--- src/rtl/parser_pkg.sv ---
// Definitions shared between the sequence parser and the payload serializer.
package parser_pkg;

    localparam int REC_BYTES = 37;
    localparam int REC_W     = REC_BYTES * 8;

    typedef enum logic {
        IDLE = 1'b0,
        SEND = 1'b1
    } ser_state_e;

endpackage

--- src/rtl/payload_serializer_if.sv ---
// Record-in / byte-out handshake bundle of the payload serializer.
interface payload_serializer_if #(
    parameter int REC_BYTES = parser_pkg::REC_BYTES
);

    logic [0:REC_BYTES*8-1] dataIn;
    logic                   dataIn_val;
    logic                   dataIn_lost;
    logic                   dataIn_ready;
    logic [7:0]             dataOut;
    logic                   dataOut_val;
    logic                   dataOut_last;
    logic                   dataOut_lost;
    logic                   dataOut_ready;

    // master is the serializer: it owns the record accept and the byte stream
    modport master (
        input  dataIn, dataIn_val, dataIn_lost,
        output dataIn_ready,
        output dataOut, dataOut_val, dataOut_last, dataOut_lost,
        input  dataOut_ready
    );

    modport slave (
        output dataIn, dataIn_val, dataIn_lost,
        input  dataIn_ready,
        input  dataOut, dataOut_val, dataOut_last, dataOut_lost,
        output dataOut_ready
    );

endinterface

--- src/rtl/payload_serializer_sat_counter.sv ---
// Statistics counter with synchronous clear (priority over enable) and a
// build-time choice between saturating at all-ones and wrapping.
module sat_counter #(
    parameter int CNT_W    = 16,
    parameter bit SATURATE = 1'b0
) (
    input  logic             clk,
    input  logic             reset_b,
    input  logic             en_i,
    input  logic             clr_i,
    output logic [CNT_W-1:0] cnt_o
);

    logic [CNT_W-1:0] cnt_q, cnt_d;

    always_ff @(posedge clk or negedge reset_b) begin
        if (!reset_b) begin
            cnt_q <= '0;
        end else begin
            cnt_q <= cnt_d;
        end
    end

    always_comb begin
        cnt_d = cnt_q;
        if (clr_i) begin
            cnt_d = '0;
        end else if (en_i && !(SATURATE && (&cnt_q))) begin
            cnt_d = cnt_q + CNT_W'(1);
        end
    end

    assign cnt_o = cnt_q;

endmodule

--- src/rtl/payload_serializer.sv ---
// Turns one parser payload record per handshake into a byte stream with
// last/lost markers, and keeps lost-record and emitted-record statistics.
module payload_serializer #(
    parameter int REC_BYTES = parser_pkg::REC_BYTES,
    parameter int CNT_W     = 16,
    parameter bit DROP_LOST = 1'b0
) (
    input  logic                 clk,
    input  logic                 reset_b,
    payload_serializer_if.master io,
    input  logic                 cntClear,
    output logic [CNT_W-1:0]     lostCount,
    output logic [CNT_W-1:0]     recCount
);

    import parser_pkg::*;

    localparam int               IDX_W    = $clog2(REC_BYTES);
    localparam int               HOLD_W   = REC_BYTES * 8;
    localparam logic [IDX_W-1:0] LAST_IDX = IDX_W'(REC_BYTES - 1);

    ser_state_e        state_q, state_d;
    logic [IDX_W-1:0]  idx_q, idx_d;
    logic [0:HOLD_W-1] hold_q, hold_d;
    logic              lost_q, lost_d;

    logic sending;
    logic last_byte;
    logic accept;
    logic xfer;
    logic lost_inc;
    logic rec_inc;

    assign sending   = (state_q == SEND);
    assign last_byte = sending && (idx_q == LAST_IDX);
    assign xfer      = sending && io.dataOut_ready;

    // A new record may load in the same cycle the previous last byte leaves.
    assign io.dataIn_ready = (state_q == IDLE) || (last_byte && io.dataOut_ready);
    assign accept          = io.dataIn_val && io.dataIn_ready;

    assign io.dataOut_val  = sending;
    assign io.dataOut_last = last_byte;
    assign io.dataOut_lost = sending && lost_q;
    assign io.dataOut      = hold_q[{idx_q, 3'b000} +: 8];

    always_ff @(posedge clk or negedge reset_b) begin
        if (!reset_b) begin
            state_q <= IDLE;
            idx_q   <= '0;
            hold_q  <= '0;
            lost_q  <= 1'b0;
        end else begin
            state_q <= state_d;
            idx_q   <= idx_d;
            hold_q  <= hold_d;
            lost_q  <= lost_d;
        end
    end

    always_comb begin
        state_d = state_q;
        idx_d   = idx_q;
        hold_d  = hold_q;
        lost_d  = lost_q;
        if (xfer) begin
            if (last_byte) begin
                state_d = IDLE;
            end else begin
                idx_d = idx_q + IDX_W'(1);
            end
        end
        if (accept) begin
            hold_d  = io.dataIn;
            lost_d  = io.dataIn_lost;
            idx_d   = '0;
            state_d = (DROP_LOST && io.dataIn_lost) ? IDLE : SEND;
        end
    end

    assign lost_inc = accept && io.dataIn_lost;
    assign rec_inc  = xfer && last_byte;

    sat_counter #(
        .CNT_W   (CNT_W),
        .SATURATE(1'b1)
    ) u_lost_cnt (
        .clk    (clk),
        .reset_b(reset_b),
        .en_i   (lost_inc),
        .clr_i  (cntClear),
        .cnt_o  (lostCount)
    );

    sat_counter #(
        .CNT_W   (CNT_W),
        .SATURATE(1'b0)
    ) u_rec_cnt (
        .clk    (clk),
        .reset_b(reset_b),
        .en_i   (rec_inc),
        .clr_i  (cntClear),
        .cnt_o  (recCount)
    );

endmodule

--- src/flat_wrapper.sv ---
// flat-port wrapper written by rule: the top's interface ports become plain ports
module payload_serializer_flat import parser_pkg::*;
#(
    parameter int REC_BYTES = parser_pkg::REC_BYTES,
    parameter int CNT_W     = 16,
    parameter bit DROP_LOST = 1'b0
)
  (clk, reset_b, cntClear, lostCount, recCount, io_dataIn, io_dataIn_val, io_dataIn_lost, io_dataIn_ready, io_dataOut, io_dataOut_val, io_dataOut_last, io_dataOut_lost, io_dataOut_ready);
  payload_serializer_if #(.REC_BYTES(REC_BYTES)) io_i ();
  input  logic clk;
  input  logic reset_b;
  input  logic cntClear;
  output logic [CNT_W-1:0] lostCount;
  output logic [CNT_W-1:0] recCount;
  input wire logic [$bits(io_i.dataIn)-1:0] io_dataIn;
  input wire logic [$bits(io_i.dataIn_val)-1:0] io_dataIn_val;
  input wire logic [$bits(io_i.dataIn_lost)-1:0] io_dataIn_lost;
  output wire logic [$bits(io_i.dataIn_ready)-1:0] io_dataIn_ready;
  output wire logic [$bits(io_i.dataOut)-1:0] io_dataOut;
  output wire logic [$bits(io_i.dataOut_val)-1:0] io_dataOut_val;
  output wire logic [$bits(io_i.dataOut_last)-1:0] io_dataOut_last;
  output wire logic [$bits(io_i.dataOut_lost)-1:0] io_dataOut_lost;
  input wire logic [$bits(io_i.dataOut_ready)-1:0] io_dataOut_ready;
  assign io_i.dataIn = io_dataIn;
  assign io_i.dataIn_val = io_dataIn_val;
  assign io_i.dataIn_lost = io_dataIn_lost;
  assign io_dataIn_ready = io_i.dataIn_ready;
  assign io_dataOut = io_i.dataOut;
  assign io_dataOut_val = io_i.dataOut_val;
  assign io_dataOut_last = io_i.dataOut_last;
  assign io_dataOut_lost = io_i.dataOut_lost;
  assign io_i.dataOut_ready = io_dataOut_ready;
  payload_serializer #(.REC_BYTES(REC_BYTES), .CNT_W(CNT_W), .DROP_LOST(DROP_LOST)) u_core (.clk(clk), .reset_b(reset_b), .io(io_i), .cntClear(cntClear), .lostCount(lostCount), .recCount(recCount));
endmodule
--- config.mk ---
export PLATFORM = sky130hd
export DESIGN_NAME = payload_serializer_flat
export DESIGN_NICKNAME = d
export VERILOG_FILES = /design/src/rtl/parser_pkg.sv /design/src/rtl/payload_serializer_if.sv /design/src/rtl/payload_serializer_sat_counter.sv /design/src/rtl/payload_serializer.sv /design/src/flat_wrapper.sv
export SDC_FILE = /design/constraint.sdc
export NUM_CORES = 1
export LEC_CHECK = 0
export BUFFER_PORTS_ARGS = -buffer_cell sky130_fd_sc_hd__buf_2
export CORE_MARGIN = 2
export CORE_UTILIZATION = 55
export DETAILED_ROUTE_END_ITERATION = 10
export GPL_TIMING_DRIVEN = 0
export PLACE_DENSITY = 0.8
export SYNTH_ARGS = -nofsm -noshare
export SYNTH_HDL_FRONTEND = slang
export SYNTH_SLANG_ARGS = --single-unit
export TNS_END_PERCENT = 5
--- constraint.sdc ---
create_clock -name clk -period 9.14 [get_ports clk]
set_input_delay 0.457 -clock clk [delete_from_list [all_inputs] [get_ports clk]]
set_output_delay 0.457 -clock clk [all_outputs]
set_load 0.1 [all_outputs]
* Word-level counts from Yosys, hierarchy flattened
Cells that the tools add are included.
W data, S select, Z words.
** Storage, ports and cells
- Register bits after elaboration :: 336
- Input bits :: 302
- Output and inout bits :: 44
- Word-level logic and storage cells :: 41
** Operators by class
- Add/subtract/negate cells :: 3
- Eq/ne operators :: 2
- Shift operators :: 1
- Multiplexer cells :: 10
- Bitwise operators :: 2
- Reduce and logical (&&, ||, !) cells :: 17
** Operators with widths (count)
- $shiftx A296 B10 Y297 :: 1
- $mux W16 :: 4
- $add A16 B1 Y16 const B :: 2
- $mux W6 :: 3
- $reduce_and A16 Y1 :: 1
- $not A9 Y10 :: 1
- $logic_and A1 B1 Y1 :: 8
- $reduce_bool A2 Y1 :: 4
- $add A6 B1 Y6 const B :: 1
- $eq A6 B6 Y1 const B :: 1
- $reduce_and A2 Y1 :: 2
- $mux W1 :: 3
- $ne A2 B2 Y1 const B :: 1
- $logic_not A1 Y1 :: 1
- $logic_or A1 B1 Y1 :: 1
- $not A1 Y1 :: 1

* Longest topological paths before layout
Gate-level depths: netlist of run 1.
- Word-level depth :: 9
- Gate-level depth with buffers :: 12
- Gate-level depth less buffers :: 7

* Cells and area by module
A second synthesis of run 1 with hierarchy kept.
** Unflattened totals
- Cells, all modules :: 1110
- Area total of the unflattened synthesis :: 16599.7 µm²
** Modules (own cells, without submodules)
- payload_serializer :: times used 1, cells an instance 933, area an instance 14808.0 µm², seq. area each 7607.3 µm²
- sat_counter at u_core.u_lost_cnt :: times used 1, cells an instance 95, area an instance 919.6 µm², seq. area each 400.4 µm²
- sat_counter at u_core.u_rec_cnt :: times used 1, cells an instance 82, area an instance 872.1 µm², seq. area each 400.4 µm²

* Worst setup path before layout of run 1
OpenSTA, ideal clock, no wires.
- Kind :: register to output
- Start :: reg u_core.idx_q[1]
- End :: out io_dataOut[1]
- Data arrival time :: 3034 ps
- Required time :: 8683 ps
- Setup slack :: 5649 ps
- Stages on the path, launching flop included :: 7
- Buffers on the path :: 2
- Path through :: dfrtp_1 -> buf_1 -> buf_1 -> mux4_2 -> nor2b_1 -> a31oi_1 -> o2111ai_1
** On the way
- Longest elaborated chain between the ends :: 2
** RTL lines
- from (decl) :: line payload_serializer.sv:23 : logic [IDX_W-1:0] idx_q, idx_d;
- from (signal assigned) :: line payload_serializer.sv:55 : idx_q <= idx_d;
- $not A9 Y10 (not written as such) :: line payload_serializer.sv:45 : assign io.dataOut = hold_q[{idx_q, 3'b000} +: 8];
- $shiftx A296 B10 Y297 :: line payload_serializer.sv:45
- to (decl) :: line flat_wrapper.sv:19 : output wire logic [$bits(io_i.dataOut)-1:0] io_dataOut;
No other way between the ends.

* Worst setup path in the final report of run 1
- Start :: reg u_core.idx_q[1]
- End :: out io_dataOut[2]
Same word-level chain as after synthesis.

==> out/results.tsv, run 1 <==
metric	value	unit
status	finished, violations left	
violations	negative hold slack	
antenna_left	0	
mostFrequentLayoutCells	buf_2, dfrtp_1, mux2_4, mux2i_1, mux2_2	
drv_cap	0	
vias	11300	
grt_pass1_vias	12200	
drive_gt1_share	49.0	%
finalSetupTns	0	ns
io_pins	346	
setup_viol	0	
syn_inst	1138	
finalHoldViolCount	4	
start_util	55.8	%
path_class	reg -> out	
crit_slowest_cell	buf_1	
cts_buffers	37	
first_pass_iters	5	
fin_crit_sh	48.3	%
grt_setup_unrepaired	no	
fin_area	20100	sq um
cp.arrival	3.96	ns
power	4.31	mW
core_area	29600	sq um
nNetsFinal	1830	
synth_seq_area_share	50.9	%
critPathCaptureType	output pin	
drc_errors	0	
fin_crit	4.42	ns
htreeDepth	2	
clk_latency	0.52	ns
path_buf_inv	4	
cp-start-kind	flop	
yosys_warnings	0	
detailedPlace.worstSlack	5.13	ns
postSynth.asyncResetShare	100	%
cts_resized	0	
grt_first_pass_wirelength	70800	microns
postLayoutCoreUtil	67.7	%
antenna_found_initial	21	
root_buffer	clkbuf_16	
synthFlopType	dfrtp_1	
syn-num-nets	1444	
clockBufferDepth	3	
crit_chain	buf_1, clkbuf_1, inv_1, nor2_1, a21oi_1, nand4_1, o2111ai_1, buf_2	
path_max_fanout	10	
instances_no_fill	1956	
post-cts-setup-buffers	0	
wl_per_cell	24.1	microns
cts_hold_buffers	0	
startpoint	u_core.idx_q[1]$_DFFE_PN0P_	
peakVddDrop	0.000164	V
place_inst	1875	
drt_iter0_drc	890	
worst_slack	4.72	ns
hold_ws	-0.0217	ns
area_growth	21.5	%
syn_area	16500	sq um
avgViaCountPerCell	5.78	
synth_edf_count	0	
max_freq	226	MHz
ys_types	49	
die-height	177	microns
final_common_cell	buf_2	
final_max_slew_viol_count	0	
required	8.68	ns
ys_seq_elements	336	
dieWidth	177	microns
dp_hpwl	34500	microns
rows	63	
clk_pin_slew	0.06	ns
placed_cell_area	18800	sq um
power_density	215	nW/um^2
clock_sinks	336	
cts_tree	yes	
r2r-start	u_core.idx_q[1]$_DFFE_PN0P_	
leakagePower	10.4	nW
grt_use_total	29.9	%
max_stage_delay	0.69	ns
grt_max_degree	121	
clock_skew	0.0151	ns
worst_slew_pin_slew	0.974	ns
hp-class	in -> async	
maxSlewHeadroom	35.1	%
cp_top_family	buffers and inverters	
port-buffer-count	344	
place.gp.congestion	0.898	
die-area	31400	sq um
syn_avg_cell_area	14.5	sq um
routed_wl	47100	microns
grt_overflow	0	
## layout make-up
type                       instances  area, sq um
clock buffer                      57         1130
buffer                            76          502
timing repair buffer             347         1810
sequential                       336         8410
fill                            2140         9560
antenna                           16         40.0
inverter                           6         22.5
clock inverter                     8         76.3
multi-input combinational        720         7590
tap                              390          488
## metal layers
layer	global-route usage [%]	part of all wire, %	wire length [microns]	up-vias
li1	-	-	-	4953
met1	38.7	41	19300	5782
met2	49.0	48	22800	445
met3	7.18	7.1	3330	108
met4	11.0	3.5	1630	10
met5	0	0.10	48	-
## state kept, by name (all words and copies together), names as in the netlist
register / cells
u_core.lost_q: 1
u_core.u_rec_cnt.cnt_o: 16
u_core.io.dataOut_val: 1
u_core.u_lost_cnt.cnt_o: 16
u_core.hold_q: 296
u_core.idx_q: 6
## where the power goes
part	leakage (nW)	switching (mW)	internal, mW
clock network	0.587	0.605	0.882
registers	4.26	0.0864	1.62
logic	5.52	0.628	0.483
total	10.4	1.32	2.99
## worst reg2reg max path, stage by stage (launching register included)
cell,delay (ns)
dfrtp_1,0.44
buf_1,0.69
clkbuf_1,0.68
inv_1,0.15
ha_1,0.22
nand2_1,0.33
o21a_1,0.31
nor2_4,0.07
nand2_2,0.26
buf_6,0.26
buf_6,0.25
mux2_4,0.32
## cell usage after synthesis, types with 4 or more instances
| master | n | share of area [%] |
|---|---|---|
| mux4_2 | 24 | 3.3 |
| mux2_2 | 72 | 4.9 |
| a221oi_1 | 6 | 0.32 |
| nor2_1 | 42 | 0.95 |
| a22o_1 | 12 | 0.64 |
| ha_1 | 4 | 0.30 |
| o21ai_0 | 8 | 0.24 |
| buf_1 | 14 | 0.32 |
| o211ai_1 | 14 | 0.64 |
| o2111ai_1 | 8 | 0.42 |
| a21oi_1 | 8 | 0.24 |
| nand2_1 | 40 | 0.91 |
| buf_2 | 17 | 0.51 |
| mux2i_1 | 106 | 6.4 |
| xnor2_1 | 4 | 0.21 |
| buf_6 | 26 | 1.8 |
| nor2b_1 | 16 | 0.61 |
| xor2_1 | 19 | 1.0 |
| inv_1 | 6 | 0.14 |
| nand3_1 | 17 | 0.51 |
| and3_1 | 5 | 0.19 |
| a22oi_1 | 22 | 1.0 |
| mux2_1 | 19 | 1.3 |
| and2_1 | 5 | 0.19 |
| nand4_1 | 18 | 0.68 |
| clkbuf_1 | 19 | 0.43 |
| a31oi_1 | 8 | 0.30 |
| dfrtp_1 | 336 | 51 |
| nor3_1 | 10 | 0.30 |
| mux2_4 | 210 | 19 |
## path summary, 6_finish.rpt
kind / end / slack, ns / depth (start not counted)
setup / recovery: io_dataOut[2] / 4.72 / 8
hold / removal: u_core.hold_q[180]$_DFFE_PN0N_ / -0.02 / 2
setup reg to reg: u_core.hold_q[125]$_DFFE_PN0N_ / 5.04 / 11
hold reg to reg: u_core.lost_q$_DFFE_PN0N_ / 0.49 / 1
max in group asynchronous: u_core.hold_q[33]$_DFFE_PN0N_ / 8.16 / 3
min in group clk: u_core.hold_q[31]$_DFFE_PN0N_ / 0.15 / 2
## kinds of logic after synthesis
family                     synth area share (%)
adders and majority gates                 0.303
buffers and inverters                      3.17
DFF                                        50.9
muxes                                      35.0
AOI/OAI and AO/OA                          4.42
xor gates and xnor gates                   1.22
and+or+nand+nor                            5.03
No activity file was read; power rests on OpenSTA's default activity.
==> run 2, diff against run 1 <==
==> constraint.sdc (replaced) <==
create_clock -name clk -period 4.4 [get_ports clk]
set_input_delay 0.22 -clock clk [delete_from_list [all_inputs] [get_ports clk]]
set_output_delay 0.22 -clock clk [all_outputs]
set_load 0.1 [all_outputs]
==> run 2 against run 1 <==
Compared with the run above: the flow now finishes without violations; largest power group unchanged; worst setup slack worse by 4.5 ns; first-iteration DRC count is 28% higher; hold slack better by 0.11 ns; highest routed layer is now met4; via count is 19% higher; sequential share of layout area is 5.4 points lower; final cell count is 15% higher.
==> out/results.tsv, run 2 (synthesis gave the netlist of run 1 again) <==
metric	value	unit
clock_skew	0.0231	ns
clockBufferDepth	3	
routed_wl	59200	microns
max_freq	241	MHz
largest_reg_flops	296	
top_register	u_core.hold_q	
worst_slack	0.257	ns
combPwrFrac	28.0	%
drive_gt1_share	41.1	%
cp.arrival	3.92	ns
cpMostUsedCell	buf_2	
drt_iter0_drc	1141	
hp-class	in -> reg	
detailedPlace.worstSlack	0.393	ns
grt_max_degree	121	
finalHoldViolCount	0	
p_int	6.39	mW
cts_buffers	37	
critPathCaptureType	output pin	
drc_errors	0	
setup_viol	0	
switching_share	31.9	%
area_growth	39.5	%
grt_first_pass_wirelength	88500	microns
postLayoutCoreUtil	77.8	%
place.gp.congestion	0.898	
required	4.18	ns
drv_cap	0	
clk_latency	0.53	ns
status	finished clean	
peakVddDrop	0.000356	V
leakagePower	11.6	nW
mostFrequentLayoutCells	buf_2, dfrtp_1, dlygate4sd3_1, mux2_4, mux2i_1	
max_stage_delay	0.83	ns
antenna_left	0	
grt_use_total	37.8	%
rows	63	
io_pins	346	
root_buffer	clkbuf_16	
antenna_found_initial	9	
switchingPower	2.99	mW
path_class	reg -> out	
clock_sinks	336	
dieWidth	177	microns
maxSlewHeadroom	30.0	%
die-area	31400	sq um
path_max_fanout	10	
fin_crit_sh	94.2	%
crit_chain	clkbuf_1, buf_2, buf_1, mux2i_1, a22oi_1, nand3_1, o2111ai_1, buf_2	
nNetsFinal	2128	
seqPwrFrac	38.2	%
port-buffer-count	344	
fin_crit	4.14	ns
start_util	55.8	%
cp-start-kind	flop	
first_pass_iters	5	
clk_pin_slew	0.06	ns
cts_tree	yes	
grt_pass1_vias	14700	
final_max_slew_viol_count	0	
post-cts-setup-buffers	0	
vias	13400	
htreeDepth	2	
core_area	29600	sq um
fill_cells	1675	
power_frac_clock	33.8	%
wl_per_cell	26.3	microns
grt_overflow	0	
final_common_cell	buf_2	
crit_slowest_cell	buf_1	
worst_slew_pin_slew	1.05	ns
grt_setup_unrepaired	no	
dp_hpwl	34500	microns
power_density	407	nW/um^2
avgViaCountPerCell	5.96	
die-height	177	microns
## run 2: cell count changes in the layout (fill, tap and decap cells not counted), sizes merged
cell / before / now
buf: 404 / 403
clkdlybuf4s15: 0 / 1
diode: 16 / 10
dlygate4sd3: 0 / 298
## run 2: metal layers
metal,global-route usage (%),part of all wire [%],vias to the layer above
met2,64.9,50,842
met4,19.7,5.7,0
met5,0,0,-
met3,8.53,7.7,232
met1,44.4,36,6763
li1,-,-,5552
## run 2: what timing repair did
item / 4_1_cts / 5_1_grt
endpoints found under the setup margin: 0 / 1
hold buffers: 298 / 0
hold endpoints to repair: 415 / 0
resized for setup: 0 / 3
## run 2: final timing paths
path	from	cells past startpoint	end	slack, ns
worst max-delay path	u_core.idx_q[2]$_DFFE_PN0P_	8	io_dataOut[5]	0.26
worst min-delay path	io_dataOut_ready	3	u_core.idx_q[2]$_DFFE_PN0P_	0.09
worst max register to register	u_core.idx_q[0]$_DFFE_PN0P_	12	u_core.hold_q[115]$_DFFE_PN0N_	0.47
worst min register to register	u_core.lost_q$_DFFE_PN0N_	1	u_core.lost_q$_DFFE_PN0N_	0.49
max in group asynchronous	reset_b	4	u_core.hold_q[9]$_DFFE_PN0N_	3.01
min in group asynchronous	reset_b	3	u_core.hold_q[180]$_DFFE_PN0N_	0.36
## run 2: final cells by class
class                           instances  area [sq um]  area share [%]
Tap cell                              390           488            2.12
Sequential cell                       336          8410            36.5
Clock buffer                           57          1130            4.92
Antenna cell                           10          25.0           0.109
Clock inverter                          8          76.3           0.331
Inverter                                6          22.5          0.0977
Timing Repair Buffer                  645          4800            20.8
Multi-Input combinational cell        720          7590            32.9
Buffer                                 76           509            2.21
## run 2: per-stage QoR
step / setup TNS (ns) / hold WS (ns) / total power [mW] / std cells / instance area, sq um
after floorplan: 0 / -0.0756 / 5.05 / 1138 / 16500
after global placement: -1077.56 / 0.433 / 5.80 / 1872 / 18700
after detailed placement: 0 / 0.315 / 5.87 / 1875 / 18800
after CTS: 0 / 0.0626 / 9.18 / 2238 / 23000
after global routing: 0 / 0.0829 / 9.64 / 2247 / 23000
final: 0 / 0.0879 / 9.38 / 2248 / 23100
## run 2: critical path: cells and delay by family (launching register included)
family          cells  cell delay, ns
mux                 1            0.24
buf+inv             4            2.12
simple gates        1            0.20
compound gates      2            0.51
flops               1            0.32
## run 2: power groups by stage
| stage | sequential, mW | clock (mW) | combinational [mW] |
|---|---|---|---|
| global placement | 3.57 | 0 | 2.23 |
| floorplan | 3.53 | 0 | 1.52 |
| finish | 3.58 | 3.17 | 2.63 |
| detailed placement | 3.59 | 0 | 2.28 |
| CTS | 3.54 | 3.13 | 2.51 |
| global route | 3.59 | 3.31 | 2.74 |
